## src/rtl/uart_cmd_pkg.sv

```systemverilog
// Shared definitions for the UART receive-side command sequencer:
// opcodes, FSM encoding and receiver configuration defaults.
package uart_cmd_pkg;

  localparam logic [7:0] OP_WR  = 8'hAA;
  localparam logic [7:0] OP_RD  = 8'hBB;
  localparam logic [7:0] OP_CFG = 8'hDD;

  localparam logic       CFG_PAR_EN_RST   = 1'b1;
  localparam logic       CFG_PAR_TYP_RST  = 1'b0;
  localparam logic [5:0] CFG_PRESCALE_RST = 6'd32;

  // Config byte layout: bit7 parity enable, bit6 parity type, bits5:0 prescale.
  typedef struct packed {
    logic       par_en;
    logic       par_typ;
    logic [5:0] prescale;
  } cfg_t;

  typedef enum logic [2:0] {
    IDLE,
    WR_ADDR,
    WR_DATA,
    RD_ADDR,
    RD_WAIT,
    TX_WAIT,
    CFG_DATA
  } state_t;

  function automatic logic prescale_legal(input logic [5:0] p);
    return (p == 6'd8) || (p == 6'd16) || (p == 6'd32);
  endfunction

endpackage

```

## src/rtl/uart_rx_cmd_ctrl_if.sv

```systemverilog
// Byte stream, register-file and TX handshake signals of the command sequencer.
// master = sequencer side, slave = surrounding receiver/register-file/TX logic.
interface uart_rx_cmd_ctrl_if #(
  parameter int ADDR_WIDTH = 4,
  parameter int DATA_WIDTH = 8
);
  logic [DATA_WIDTH-1:0] rx_data;
  logic                  rx_valid;
  logic                  rx_par_err;
  logic                  rx_stp_err;

  logic [ADDR_WIDTH-1:0] reg_addr;
  logic [DATA_WIDTH-1:0] reg_wr_data;
  logic                  reg_wr_en;
  logic                  reg_rd_en;
  logic [DATA_WIDTH-1:0] reg_rd_data;
  logic                  reg_rd_valid;

  logic [DATA_WIDTH-1:0] tx_data;
  logic                  tx_valid;
  logic                  tx_ready;

  modport master (
    input  rx_data, rx_valid, rx_par_err, rx_stp_err,
    input  reg_rd_data, reg_rd_valid, tx_ready,
    output reg_addr, reg_wr_data, reg_wr_en, reg_rd_en,
    output tx_data, tx_valid
  );

  modport slave (
    output rx_data, rx_valid, rx_par_err, rx_stp_err,
    output reg_rd_data, reg_rd_valid, tx_ready,
    input  reg_addr, reg_wr_data, reg_wr_en, reg_rd_en,
    input  tx_data, tx_valid
  );
endinterface

```

## src/rtl/uart_cmd_timer.sv

```systemverilog
// Mid-frame watchdog: counts enabled cycles since the last clear and flags
// the cycle in which the TIMEOUT_CYCLES-th enabled cycle completes.
module uart_cmd_timer #(
  parameter int TIMEOUT_CYCLES = 65535
) (
  input  logic clk,
  input  logic rst,
  input  logic clear,
  input  logic enable,
  output logic expired
);
  localparam int CW = $clog2(TIMEOUT_CYCLES + 1);

  logic [CW-1:0] cnt;

  assign expired = (cnt == CW'(TIMEOUT_CYCLES - 1));

  // NOTE: sequential state is updated with non-blocking assignments only, so
  // every flop samples the pre-edge values regardless of process ordering.
  always_ff @(posedge clk or posedge rst) begin
    if (rst) begin
      cnt <= '0;
    end else if (clear) begin
      cnt <= '0;
    end else if (enable && !expired) begin
      cnt <= cnt + CW'(1);
    end
  end

endmodule

```

## src/rtl/uart_rx_cmd_ctrl.sv

```systemverilog
// Command sequencer behind the UART receiver: turns byte frames into register
// writes, register reads returned over TX, and receiver configuration updates.
module uart_rx_cmd_ctrl
  import uart_cmd_pkg::*;
#(
  parameter int ADDR_WIDTH     = 4,
  parameter int DATA_WIDTH     = 8,
  parameter int TIMEOUT_CYCLES = 65535
) (
  input  logic                     clk,
  input  logic                     rst,
  uart_rx_cmd_ctrl_if.master       bus,
  output logic                     cfg_par_en,
  output logic                     cfg_par_typ,
  output logic [5:0]               cfg_prescale,
  output logic                     busy,
  output logic                     frame_err,
  output logic [7:0]               err_cnt
);

  state_t state_q, state_d;
  cfg_t   cfg_q, rx_cfg;

  logic accepted, rx_bad;
  logic ld_addr, ld_wr_data, wr_strobe, rd_strobe, ld_tx, tx_done, ld_cfg, err_evt;
  logic tmr_en, tmr_clr, tmr_expired;

  assign accepted = bus.rx_valid & ~bus.rx_par_err & ~bus.rx_stp_err;
  assign rx_bad   = bus.rx_valid & (bus.rx_par_err | bus.rx_stp_err);
  assign rx_cfg   = cfg_t'(bus.rx_data[7:0]);
  assign tmr_clr  = accepted | (state_d != state_q);
  assign busy     = (state_q != IDLE);

  assign cfg_par_en   = cfg_q.par_en;
  assign cfg_par_typ  = cfg_q.par_typ;
  assign cfg_prescale = cfg_q.prescale;

  uart_cmd_timer #(.TIMEOUT_CYCLES(TIMEOUT_CYCLES)) u_timer (
    .clk     (clk),
    .rst     (rst),
    .clear   (tmr_clr),
    .enable  (tmr_en),
    .expired (tmr_expired)
  );

  always_ff @(posedge clk or posedge rst) begin
    if (rst) state_q <= IDLE;
    else     state_q <= state_d;
  end

  // NOTE: every output of this block gets a default first, so no path through
  // the case statement can leave a signal unassigned and infer a latch.
  always_comb begin
    state_d    = state_q;
    ld_addr    = 1'b0;
    ld_wr_data = 1'b0;
    wr_strobe  = 1'b0;
    rd_strobe  = 1'b0;
    ld_tx      = 1'b0;
    tx_done    = 1'b0;
    ld_cfg     = 1'b0;
    err_evt    = 1'b0;
    tmr_en     = 1'b0;
    unique case (state_q)
      IDLE: begin
        if (accepted) begin
          if      (bus.rx_data[7:0] == OP_WR)  state_d = WR_ADDR;
          else if (bus.rx_data[7:0] == OP_RD)  state_d = RD_ADDR;
          else if (bus.rx_data[7:0] == OP_CFG) state_d = CFG_DATA;
          else                                 err_evt = 1'b1;
        end else if (rx_bad) begin
          err_evt = 1'b1;
        end
      end
      WR_ADDR, WR_DATA, RD_ADDR, CFG_DATA: begin
        tmr_en = 1'b1;
        if (accepted) begin
          state_d = IDLE;
          case (state_q)
            WR_ADDR: begin ld_addr = 1'b1; state_d = WR_DATA; end
            WR_DATA: begin ld_wr_data = 1'b1; wr_strobe = 1'b1; end
            RD_ADDR: begin ld_addr = 1'b1; rd_strobe = 1'b1; state_d = RD_WAIT; end
            default: begin
              if (prescale_legal(rx_cfg.prescale)) ld_cfg  = 1'b1;
              else                                 err_evt = 1'b1;
            end
          endcase
        end else if (rx_bad || tmr_expired) begin
          err_evt = 1'b1;
          state_d = IDLE;
        end
      end
      RD_WAIT: begin
        tmr_en = 1'b1;
        // Bytes arriving while a read is outstanding are overruns: drop them.
        err_evt = bus.rx_valid;
        if (bus.reg_rd_valid) begin
          ld_tx   = 1'b1;
          state_d = TX_WAIT;
        end else if (tmr_expired) begin
          err_evt = 1'b1;
          state_d = IDLE;
        end
      end
      TX_WAIT: begin
        err_evt = bus.rx_valid;
        if (bus.tx_ready) begin
          tx_done = 1'b1;
          state_d = IDLE;
        end
      end
      default: state_d = IDLE;
    endcase
  end

  always_ff @(posedge clk or posedge rst) begin
    if (rst) begin
      bus.reg_addr    <= '0;
      bus.reg_wr_data <= '0;
      bus.reg_wr_en   <= 1'b0;
      bus.reg_rd_en   <= 1'b0;
      bus.tx_data     <= '0;
      bus.tx_valid    <= 1'b0;
      frame_err       <= 1'b0;
      err_cnt         <= '0;
      cfg_q           <= '{par_en: CFG_PAR_EN_RST, par_typ: CFG_PAR_TYP_RST,
                           prescale: CFG_PRESCALE_RST};
    end else begin
      bus.reg_wr_en <= wr_strobe;
      bus.reg_rd_en <= rd_strobe;
      frame_err     <= err_evt;
      if (ld_addr)    bus.reg_addr    <= bus.rx_data[ADDR_WIDTH-1:0];
      if (ld_wr_data) bus.reg_wr_data <= bus.rx_data;
      if (ld_tx) begin
        bus.tx_data  <= bus.reg_rd_data;
        bus.tx_valid <= 1'b1;
      end else if (tx_done) begin
        bus.tx_valid <= 1'b0;
      end
      if (ld_cfg) cfg_q <= rx_cfg;
      if (err_evt && err_cnt != 8'hFF) err_cnt <= err_cnt + 8'd1;
    end
  end

endmodule

```

## src/flat_wrapper.sv

```systemverilog
// flat-port wrapper written by rule: the top's interface ports become plain ports
module uart_rx_cmd_ctrl_flat import uart_cmd_pkg::*;
#(
  parameter int ADDR_WIDTH     = 4,
  parameter int DATA_WIDTH     = 8,
  parameter int TIMEOUT_CYCLES = 65535
)
  (clk, rst, cfg_par_en, cfg_par_typ, cfg_prescale, busy, frame_err, err_cnt, bus_rx_data, bus_rx_valid, bus_rx_par_err, bus_rx_stp_err, bus_reg_rd_data, bus_reg_rd_valid, bus_tx_ready, bus_reg_addr, bus_reg_wr_data, bus_reg_wr_en, bus_reg_rd_en, bus_tx_data, bus_tx_valid);
  uart_rx_cmd_ctrl_if #(.ADDR_WIDTH(ADDR_WIDTH), .DATA_WIDTH(DATA_WIDTH)) bus_i ();
  input  logic clk;
  input  logic rst;
  output logic cfg_par_en;
  output logic cfg_par_typ;
  output logic [5:0] cfg_prescale;
  output logic busy;
  output logic frame_err;
  output logic [7:0] err_cnt;
  input wire logic [$bits(bus_i.rx_data)-1:0] bus_rx_data;
  input wire logic [$bits(bus_i.rx_valid)-1:0] bus_rx_valid;
  input wire logic [$bits(bus_i.rx_par_err)-1:0] bus_rx_par_err;
  input wire logic [$bits(bus_i.rx_stp_err)-1:0] bus_rx_stp_err;
  input wire logic [$bits(bus_i.reg_rd_data)-1:0] bus_reg_rd_data;
  input wire logic [$bits(bus_i.reg_rd_valid)-1:0] bus_reg_rd_valid;
  input wire logic [$bits(bus_i.tx_ready)-1:0] bus_tx_ready;
  output wire logic [$bits(bus_i.reg_addr)-1:0] bus_reg_addr;
  output wire logic [$bits(bus_i.reg_wr_data)-1:0] bus_reg_wr_data;
  output wire logic [$bits(bus_i.reg_wr_en)-1:0] bus_reg_wr_en;
  output wire logic [$bits(bus_i.reg_rd_en)-1:0] bus_reg_rd_en;
  output wire logic [$bits(bus_i.tx_data)-1:0] bus_tx_data;
  output wire logic [$bits(bus_i.tx_valid)-1:0] bus_tx_valid;
  assign bus_i.rx_data = bus_rx_data;
  assign bus_i.rx_valid = bus_rx_valid;
  assign bus_i.rx_par_err = bus_rx_par_err;
  assign bus_i.rx_stp_err = bus_rx_stp_err;
  assign bus_i.reg_rd_data = bus_reg_rd_data;
  assign bus_i.reg_rd_valid = bus_reg_rd_valid;
  assign bus_i.tx_ready = bus_tx_ready;
  assign bus_reg_addr = bus_i.reg_addr;
  assign bus_reg_wr_data = bus_i.reg_wr_data;
  assign bus_reg_wr_en = bus_i.reg_wr_en;
  assign bus_reg_rd_en = bus_i.reg_rd_en;
  assign bus_tx_data = bus_i.tx_data;
  assign bus_tx_valid = bus_i.tx_valid;
  uart_rx_cmd_ctrl #(.ADDR_WIDTH(ADDR_WIDTH), .DATA_WIDTH(DATA_WIDTH), .TIMEOUT_CYCLES(TIMEOUT_CYCLES)) u_core (.clk(clk), .rst(rst), .bus(bus_i), .cfg_par_en(cfg_par_en), .cfg_par_typ(cfg_par_typ), .cfg_prescale(cfg_prescale), .busy(busy), .frame_err(frame_err), .err_cnt(err_cnt));
endmodule
```

## config.mk

```make
export PLATFORM = sky130hd
export DESIGN_NAME = uart_rx_cmd_ctrl_flat
export DESIGN_NICKNAME = d
export VERILOG_FILES = /design/src/rtl/uart_cmd_pkg.sv /design/src/rtl/uart_rx_cmd_ctrl_if.sv /design/src/rtl/uart_cmd_timer.sv /design/src/rtl/uart_rx_cmd_ctrl.sv /design/src/flat_wrapper.sv
export SDC_FILE = /design/constraint.sdc
export NUM_CORES = 1
export LEC_CHECK = 0
export ABC_AREA = 1
export BUFFER_PORTS_ARGS = -buffer_cell sky130_fd_sc_hd__buf_4
export CAP_MARGIN = 15
export CORE_MARGIN = 5
export CORE_UTILIZATION = 45
export CTS_CLUSTER_DIAMETER = 150
export CTS_CLUSTER_SIZE = 40
export DETAILED_ROUTE_END_ITERATION = 7
export PLACE_DENSITY_LB_ADDON = 0.2
export SYNTH_ARGS = -nofsm -noshare
export SYNTH_HDL_FRONTEND = slang
export SYNTH_SLANG_ARGS = --single-unit
```

## constraint.sdc

```tcl
create_clock -name clk -period 4.17 [get_ports clk]
set_input_delay 0.834 -clock clk [delete_from_list [all_inputs] [get_ports clk]]
set_output_delay 0.834 -clock clk [all_outputs]
set_load 0.03 [all_outputs]
```

Word level (Yosys, flattened, before mapping)
Index checks and enable logic that the tools add are counted.
{"block": "classes", "n_mux": 45, "n_addsub": 2, "reduce_logical": 14, "n_bitwise": 7, "eq_ne": 15}
{"cell": "$mux W16", "n": 2}
{"cell": "$mux W1", "n": 31}
{"cell": "$mux W3", "n": 9}
{"cell": "$eq A8 B8 Y1 const B", "n": 3}
{"cell": "$add A16 B1 Y16 const B", "n": 1}
{"cell": "$eq A16 B16 Y1 const B", "n": 1}
{"cell": "$pmux W3 S4", "n": 1}
{"cell": "$eq A3 B3 Y1 const B", "n": 3}
{"cell": "$add A8 B1 Y8 const B", "n": 1}
{"cell": "$ne A8 B8 Y1 const B", "n": 1}
{"cell": "$eq A3 B2 Y1 const B", "n": 2}
{"cell": "$eq A6 B4 Y1 const B", "n": 1}
{"cell": "$eq A6 B5 Y1 const B", "n": 1}
{"cell": "$eq A6 B6 Y1 const B", "n": 1}
{"cell": "$pmux W3 S2", "n": 1}
{"cell": "$reduce_or A5 Y1", "n": 1}
{"cell": "$pmux W1 S4", "n": 1}
{"cell": "$reduce_bool A2 Y1", "n": 2}
{"cell": "$reduce_or A4 Y1", "n": 1}
{"cell": "$and A1 B1 Y1", "n": 3}
{"cell": "$eq A3 B1 Y1 const B", "n": 1}
{"cell": "$logic_not A3 Y1", "n": 1}
{"cell": "$logic_or A1 B1 Y1", "n": 3}
{"cell": "$ne A3 B3 Y1", "n": 1}
{"cell": "other kinds (7)", "n": 10}
{"block": "word_totals", "out_inout_bits": 41, "register_bits": 59, "word_cells": 96, "input_bits": 23}

Logic depth before layout (Yosys ltp)
Gate-level depths: netlist of run 1.
{"block": "depth", "ltp_word": 9, "depth_mapped": 15}

Cells and area by module
A second synthesis of run 1 with hierarchy kept.
{"block": "hier_totals", "cells_unflattened": 410, "hier_area_um2": 3134.3}
{"module": "uart_rx_cmd_ctrl", "instances": 1, "area_per_inst_um2": 2063.2, "seq_area_each_um2": 1078.5, "cells_per_inst": 252}
{"module": "uart_cmd_timer", "instances": 1, "area_per_inst_um2": 1071.0, "seq_area_each_um2": 400.4, "cells_per_inst": 158}

Least setup slack after synthesis of run 1
No wires, ideal clock.
{"block": "synth_path", "kind": "in2reg", "from": "input bus_rx_stp_err", "to": "register u_core.u_timer.cnt[6]", "stages": 13, "path_slack_ns": 2.101, "arrival_time_ns": 1.944, "setup_time_ns": 0.125, "cell_sequence": "nor2_1 -> nand2_1 -> inv_2 -> nand3_2 -> nor2_2 -> nor2_4 -> nand2_2 -> nand2_2 -> nand2_2 -> nor2_4 -> nand2_4 -> buf_12 -> nor2_4"}
{"block": "synth_via", "elab_chain_len": 9}
{"item": "start, declared", "line_no": "flat_wrapper.sv:21", "source": "input wire logic [$bits(bus_i.rx_stp_err)-1:0] bus_rx_stp_err;"}
{"item": "$or A1 B1 Y1", "line_no": "uart_rx_cmd_ctrl.sv:29", "source": "assign rx_bad = bus.rx_valid & (bus.rx_par_err | bus.rx_stp_err);"}
{"item": "$and A1 B1 Y1", "line_no": "uart_rx_cmd_ctrl.sv:29"}
{"item": "$logic_or A1 B1 Y1", "line_no": "uart_rx_cmd_ctrl.sv:88", "source": "end else if (rx_bad || tmr_expired) begin"}
{"item": "$mux W3", "line_no": "uart_rx_cmd_ctrl.sv:88"}
{"item": "$mux W3", "line_no": "uart_rx_cmd_ctrl.sv:77", "source": "if (accepted) begin"}
{"item": "$pmux W3 S4 (*)", "line_no": "uart_rx_cmd_ctrl.sv:64", "source": "unique case (state_q)"}
{"item": "named net u_core.state_d[1]", "line_no": "uart_rx_cmd_ctrl.sv:21", "source": "state_t state_q, state_d;"}
{"item": "$ne A3 B3 Y1 (*)", "line_no": "uart_rx_cmd_ctrl.sv:31", "source": "assign tmr_clr = accepted | (state_d != state_q);"}
{"item": "$or A1 B1 Y1 (*)", "line_no": "uart_rx_cmd_ctrl.sv:31"}
{"item": "$mux W16 / $reduce_bool A2 Y1 (equally long branches)"}
{"item": "end signal, assigned", "line_no": "uart_cmd_timer.sv:26", "source": "cnt <= cnt + CW'(1);"}
{"item": "end, declared", "line_no": "uart_cmd_timer.sv:14", "source": "logic [CW-1:0] cnt;"}
The timed path passes the listed nets; every way through them passes the cells marked *.
A chain may end at the register's enable or synchronous reset.

Worst setup path in the final report of run 1
{"block": "layout_path", "from": "register u_core.state_q[2]", "to": "output busy"}
{"block": "layout_via", "elab_chain_len": 1}
{"item": "start, declared", "line_no": "uart_rx_cmd_ctrl.sv:21"}
{"item": "start signal, assigned", "line_no": "uart_rx_cmd_ctrl.sv:48", "source": "else state_q <= state_d;"}
{"item": "$reduce_bool A3 Y1", "line_no": "uart_rx_cmd_ctrl.sv:32", "source": "assign busy = (state_q != IDLE);"}
{"item": "end, declared", "line_no": "flat_wrapper.sv:15", "source": "output logic busy;"}
Every way passes these cells.

==> results of run 1 <==
-- cell usage after synthesis (3+ instances only) --
cell type  number  area (um2)
nand2_2         7       43.79
xnor2_1         8       70.07
ha_1            3       37.54
inv_1          32       120.1
mux2_2          8       90.09
inv_2           7       26.28
xor2_1         11       96.34
nand2_1        95       356.6
nand4_1         8       50.05
nor2_1         29       108.9
nand3_1        24       120.1
nor2_4         14       157.7
o21ai_0        22       110.1
nor2_2          4       25.02
nor3_1          9       45.04
dfrtp_1        57        1426
-- per-stage QoR --
stage	hold slack [ps]	utilization [%]	area, um2	power [mW]	setup slack (ps)
floorplan	544.7	-	3127	1.361	1883
global placement	467.9	54.36	3694	1.578	1783
detailed placement	474.8	54.36	3694	1.593	1711
CTS	493.6	56.98	3871	2.062	2006
global route	508.9	56.98	3871	2.182	1842
finish	488.7	56.98	3871	2.042	2020
-- cell families after synthesis --
kind of cell	Yosys count	share of synthesized area [%]
muxes	8	2.881
AOI/OAI and AO/OA	28	4.682
DFF	59	47.30
buffers and inverters	43	5.763
xor gates and xnor gates	19	5.322
and+or+nand+nor	200	32.85
adders and majority gates	3	1.201
-- registers in the layout, indices dropped and copies added, names as in the netlist --
register	flops
u_core.bus.tx_data	8
u_core.u_timer.cnt	16
u_core.err_cnt	8
u_core.cfg_prescale	6
u_core.frame_err	1
u_core.cfg_par_en	1
u_core.bus.tx_valid	1
u_core.bus.reg_rd_en	1
u_core.bus.reg_wr_en	1
u_core.cfg_par_typ	1
u_core.state_q	3
u_core.bus.reg_wr_data	8
u_core.bus.reg_addr	4
-- power by group --
group / internal [mW] / switching [mW]
Combinational: 0.267 / 0.532
Clock: 0.231 / 0.237
Sequential: 0.679 / 0.0951
-- routing by layer --
layer	wire (um)	global-route usage (%)	part of all wire (%)
met5	0	0	0
met4	93	5.861	1.4
met3	301	5.310	4.6
met2	2985	25.25	46
met1	3172	22.40	48
-- how the worst max path moves through the flow --
stage,from,to,slack (ps),depth (start not counted)
floorplan,rst,u_core.bus.reg_addr[0],1880,1
global placement,bus_rx_stp_err,u_core.u_timer.cnt[0],1780,13
detailed placement,bus_rx_stp_err,u_core.u_timer.cnt[0],1710,13
CTS,u_core.state_q[2],busy,2010,3
global route,u_core.u_timer.cnt[0],u_core.u_timer.cnt[2],1840,13
finish,u_core.state_q[2],busy,2020,3
-- area by class of cell --
cell class	instances	area [um2]	share of cell area [%]
sequential	59	1479	38.20
timing repair buffer	64	480.5	12.41
tap	96	120.1	3.103
clock buffer	10	137.6	3.555
multi-input combinational	258	1468	37.91
clock inverter	6	40.04	1.034
inverter	39	146.4	3.782
-- worst max-delay path: cells and delay by family, from the launching register on --
kind / cells / cell delay (ps)
flops: 1 / 470
buf+inv: 2 / 380
simple gates: 1 / 140
==> run_results.csv, run 1 <==
group,metric,value,unit
floorplan,rows,30,
global_route,grt_pass1_wl,11500,um
logic_synthesis,synth-edff-count,0,
timing,grt_setup_unrepaired,"no",
place,gp_congestion,0.7983,
clock_network,clock_sinks,59,
worst_setup_path,path_cells,"inv_2, nand2_1, buf_4",
hold_path,hold_end,"u_core.bus.reg_wr_data[2]",
finish,post_layout_nonfiller_instances,532,
drt,wl_per_cell,12.32,um
logic_synthesis,synth-async-reset-ratio,100.0,%
floorplan,num_io_pins,64,
worst_setup_path,rr_worst_depth,13,
worst_setup_path,crit_path_end_kind,"output pin",
timing,min_period_over_period,51.57,%
worst_setup_path,cp_max_fo,8,
place,portBuffers,63,
floorplan,start_util,46.02,%
clock_network,ctsHoldBuffers,0,
timing,setup_tns,0,ps
power_and_ir_drop,peakVddDrop,0.0003124,V
logic_synthesis,syn_area_per_cell,8.685,um2
global_route,antenna_found_initial,0,
logic_synthesis,yosysSeqAreaShare,47.30,%
clock_network,cts_made_buffers,9,
logic_synthesis,synth-main-ff-cell,"dfrtp_1",
timing,max_slew_margin,63.66,%
finish,final_common_cell,"nand2_1",
hold_path,whs_path_depth,2,
hold_path,min-delay-start,"u_core.bus.reg_wr_data[2]",
timing,final_max_slew_viol_count,0,
floorplan,coreArea,0.006794,mm2
logic_synthesis,synth.distinct_cells,32,
clock_network,clock_tree.buffer_depth,2,
logic_synthesis,ys_ff_latch,59,
hold_path,min-delay-path-class,"flop to flop",
logic_synthesis,synth_area,0.003127,mm2
floorplan,dieWidth,93.36,um
global_route,grt_overflow_total,0,
finish,most-common-layout-cells,"95 x nand2_1, 64 x buf_4, 57 x dfrtp_1",
logic_synthesis,synth_nets,386,
timing,hold_viol_final,0,
place,dp.cells,516,
worst_setup_path,path_class,"flop to output pin",
clock_network,cts_resized,0,
worst_setup_path,worstReg2RegEnd,"u_core.u_timer.cnt[1]",
worst_setup_path,crit_required,3340,ps
drt,first_pass_iters,4,
global_route,grt_max_degree,34,
clock_network,clk-insertion-delay-late,340,ps
clock_network,cts_tree,"yes",
worst_setup_path,regToRegStartpoint,"u_core.u_timer.cnt[0]",
drt,ant_nets,0,
power_and_ir_drop,power.static_leakage,1.955,nW
timing,fmax,0.4650,GHz
clock_network,cts_htree_levels,3,
job,drv_cap,0,
timing,skew,9.944,ps
drt,drc,0,
drt,wl,6552,um
drt,vias_per_cell,4.727,
worst_setup_path,cp_slowest_cell,"dfrtp_1",
status,status,"completed",
drt,drtIter0Drc,109,
logic_synthesis,synthCells,360,
timing,tightest_slew,544.2,ps
finish,nets,457,
global_route,grt_usage,16.66,%
finish,syn2layout_area_growth,23.81,%
worst_setup_path,ff2ff_setup_slack,2060,ps
worst_setup_path,arrival,1320,ps
place,hpwl,5002,um
timing,fin_crit,2150,ps
finish,num-fill-cells,654,
floorplan,die_h,93.36,um
finish,final_layout_size_suffix_gt1_share,29.82,%
power_and_ir_drop,cellPowerDensity,527.5,mW/mm2
floorplan,fp.dieArea,0.008715,mm2
drt,vias,2515,
logic_synthesis,yosys_warnings,0,
clock_network,clk_pin_slew,70,ps
worst_setup_path,max_stage_delay,470,ps
clock_network,postCtsSetupRepairBufs,0,
clock_network,cts_root_buf,"clkbuf_8",
timing,setup_viol,0,
finish,n_antenna_cell,0,
worst_setup_path,crit_path_start_kind,"flop",
global_route,grt_pass1_vias,2530,
Power figures use the tool's default switching activity.
==> inputs of run 2 (changes only) <==
- clock period: 4.17 -> 2.25 ns (I/O delays scaled with it)
==> run_results.csv, run 2 (synthesis gave the netlist of run 1 again) <==
group,metric,value,unit
timing,max_slew_margin,71.05,%
clock_network,ctsHoldBuffers,0,
place,portBuffers,63,
clock_network,clk-insertion-delay-late,330,ps
timing,whs,175.8,ps
global_route,busiest_layer,"met2",
drt,vias_per_cell,4.772,
worst_setup_path,worst-path-buf-inv,1,
clock_network,clock_sinks,59,
global_route,grt_usage,16.79,%
worst_setup_path,max_stage_delay,380,ps
timing,skew,5.507,ps
floorplan,num_io_pins,64,
timing,min_period_over_period,85.43,%
hold_path,min-delay-path-class,"input pin to async pin",
floorplan,fp.dieArea,0.008715,mm2
drt,wl_per_cell,12.31,um
global_route,grt_overflow_total,0,
finish,final_layout_size_suffix_gt1_share,30.14,%
worst_setup_path,cp_max_fo,16,
floorplan,coreArea,0.006794,mm2
finish,nets,459,
place,gp_congestion,0.8275,
job,drv_cap,0,
power_and_ir_drop,seqPwrFrac,35.8,%
clock_network,cts_tree,"yes",
power_and_ir_drop,comb_power_share,38.0,%
worst_setup_path,path_cells,"inv_1, ha_1, nand2_1, nor2_1, nand2_2, nor2_8, nor2_4, nor2_4, nand2_2, nand2_2, nand2_2, nor2_4, nand2_8, nor2_1",
finish,syn2layout_area_growth,26.21,%
drt,vias,2548,
global_route,use_met2,26.98,%
status,status,"completed",
worst_setup_path,cp_slowest_cell,"dfrtp_1",
finish,largest_reg_flops,16,
worst_setup_path,arrival,2180,ps
floorplan,rows,30,
clock_network,clock_tree.buffer_depth,2,
floorplan,dieWidth,93.36,um
drt,first_pass_iters,4,
clock_network,clk_pin_slew,70,ps
global_route,grt_max_degree,60,
timing,fmax,0.5203,GHz
global_route,grt_pass1_wl,11700,um
timing,tightest_slew,433.2,ps
timing,grt_setup_unrepaired,"no",
floorplan,die_h,93.36,um
timing,fin_crit,1922,ps
place,hpwl,4943,um
finish,n_antenna_cell,0,
finish,num-fill-cells,626,
power_and_ir_drop,power.static_leakage,1.978,nW
power_and_ir_drop,switching_share,40.12,%
drt,drtIter0Drc,103,
finish,top_register,"u_core.u_timer.cnt",
power_and_ir_drop,switchingPower,1.604,mW
global_route,grt_pass1_vias,2592,
worst_setup_path,path_class,"flop to flop",
power_and_ir_drop,peakVddDrop,0.0005677,V
drt,drc,0,
clock_network,cts_root_buf,"clkbuf_8",
power_and_ir_drop,power_frac_clock,26.1,%
drt,ant_nets,0,
power_and_ir_drop,cellPowerDensity,1013,mW/mm2
worst_setup_path,crit_path_start_kind,"flop",
timing,final_max_slew_viol_count,0,
timing,setup_viol,0,
finish,most-common-layout-cells,"95 x nand2_1, 65 x buf_4, 57 x dfrtp_1",
floorplan,start_util,46.02,%
clock_network,cts_htree_levels,3,
timing,setup_tns,0,ps
global_route,antenna_found_initial,0,
timing,hold_viol_final,0,
power_and_ir_drop,power.internal,2.394,mW
clock_network,cts_made_buffers,9,
global_route,met1_usage,21.34,%
worst_setup_path,crit_top_cell,"nand2_2",
worst_setup_path,crit_required,2510,ps
finish,final_common_cell,"nand2_1",
worst_setup_path,crit_family,"simple AND/OR/NAND/NOR gates",
drt,wl,6576,um
worst_setup_path,crit_path_end_kind,"flop",
place,dp_slack,166.2,ps
global_route,grt_use_met3,4.747,%
timing,fin_ws,327.8,ps
## run 2: worst paths after layout
| check | from | endpoint | slack, ps | cells past startpoint |
|---|---|---|---|---|
| max | u_core.u_timer.cnt[0] | u_core.u_timer.cnt[0] | 330 | 14 |
| min | rst | u_core.bus.reg_rd_en | 180 | 3 |
| max reg2reg | u_core.u_timer.cnt[0] | u_core.u_timer.cnt[0] | 330 | 14 |
| min reg2reg | u_core.bus.reg_wr_data[2] | u_core.bus.reg_wr_data[2] | 490 | 2 |
| max in group asynchronous | rst | u_core.cfg_prescale[5] | 1780 | 3 |
| min in group clk | bus_reg_rd_data[0] | u_core.bus.tx_data[0] | 350 | 2 |
## run 2: what timing repair did
action,4_1_cts,5_1_grt
setup buffers,0,0
gates resized for setup,0,1
hold endpoints to repair,0,0
endpoints found under the setup margin,0,1
## run 2: through the flow
stage	power (mW)	instance area (um2)	instances	util, %
floorplan	2.522	3127	360	-
global placement	2.948	3721	518	54.77
finish	3.998	3946	534	58.08
global route	4.255	3946	534	58.08
CTS	4.033	3938	534	57.96
detailed placement	2.971	3721	518	54.77
## run 2: tightest hold or removal path: stages
cell    delay, ps
buf_4         110
inv_2          50
buf_12        280
## run 2: layout make-up
| class | instances | area (um2) | share of cell area, % |
|---|---|---|---|
| repair buffers | 66 | 508.0 | 12.87 |
| flip-flops and latches | 59 | 1479 | 37.48 |
| inverters | 39 | 146.4 | 3.710 |
| clock inverters | 7 | 92.59 | 2.346 |
| multi-input cells | 258 | 1476 | 37.41 |
| well taps | 96 | 120.1 | 3.044 |
| clock buffers | 9 | 123.9 | 3.139 |
## run 2: power by group through the flow
stage | clock (mW) | combinational (mW) | sequential, mW
finish | 1.05 | 1.52 | 1.43
global route | 1.14 | 1.66 | 1.46
CTS | 1.08 | 1.53 | 1.43
detailed placement | 0 | 1.52 | 1.45
global placement | 0 | 1.51 | 1.44
floorplan | 0 | 0.783 | 1.74
## run 2: routing by layer
layer	part of all wire (%)	routed length, um
met1	46	3039
met2	47	3083
met3	5.5	362
met4	1.4	91
met5	0	0
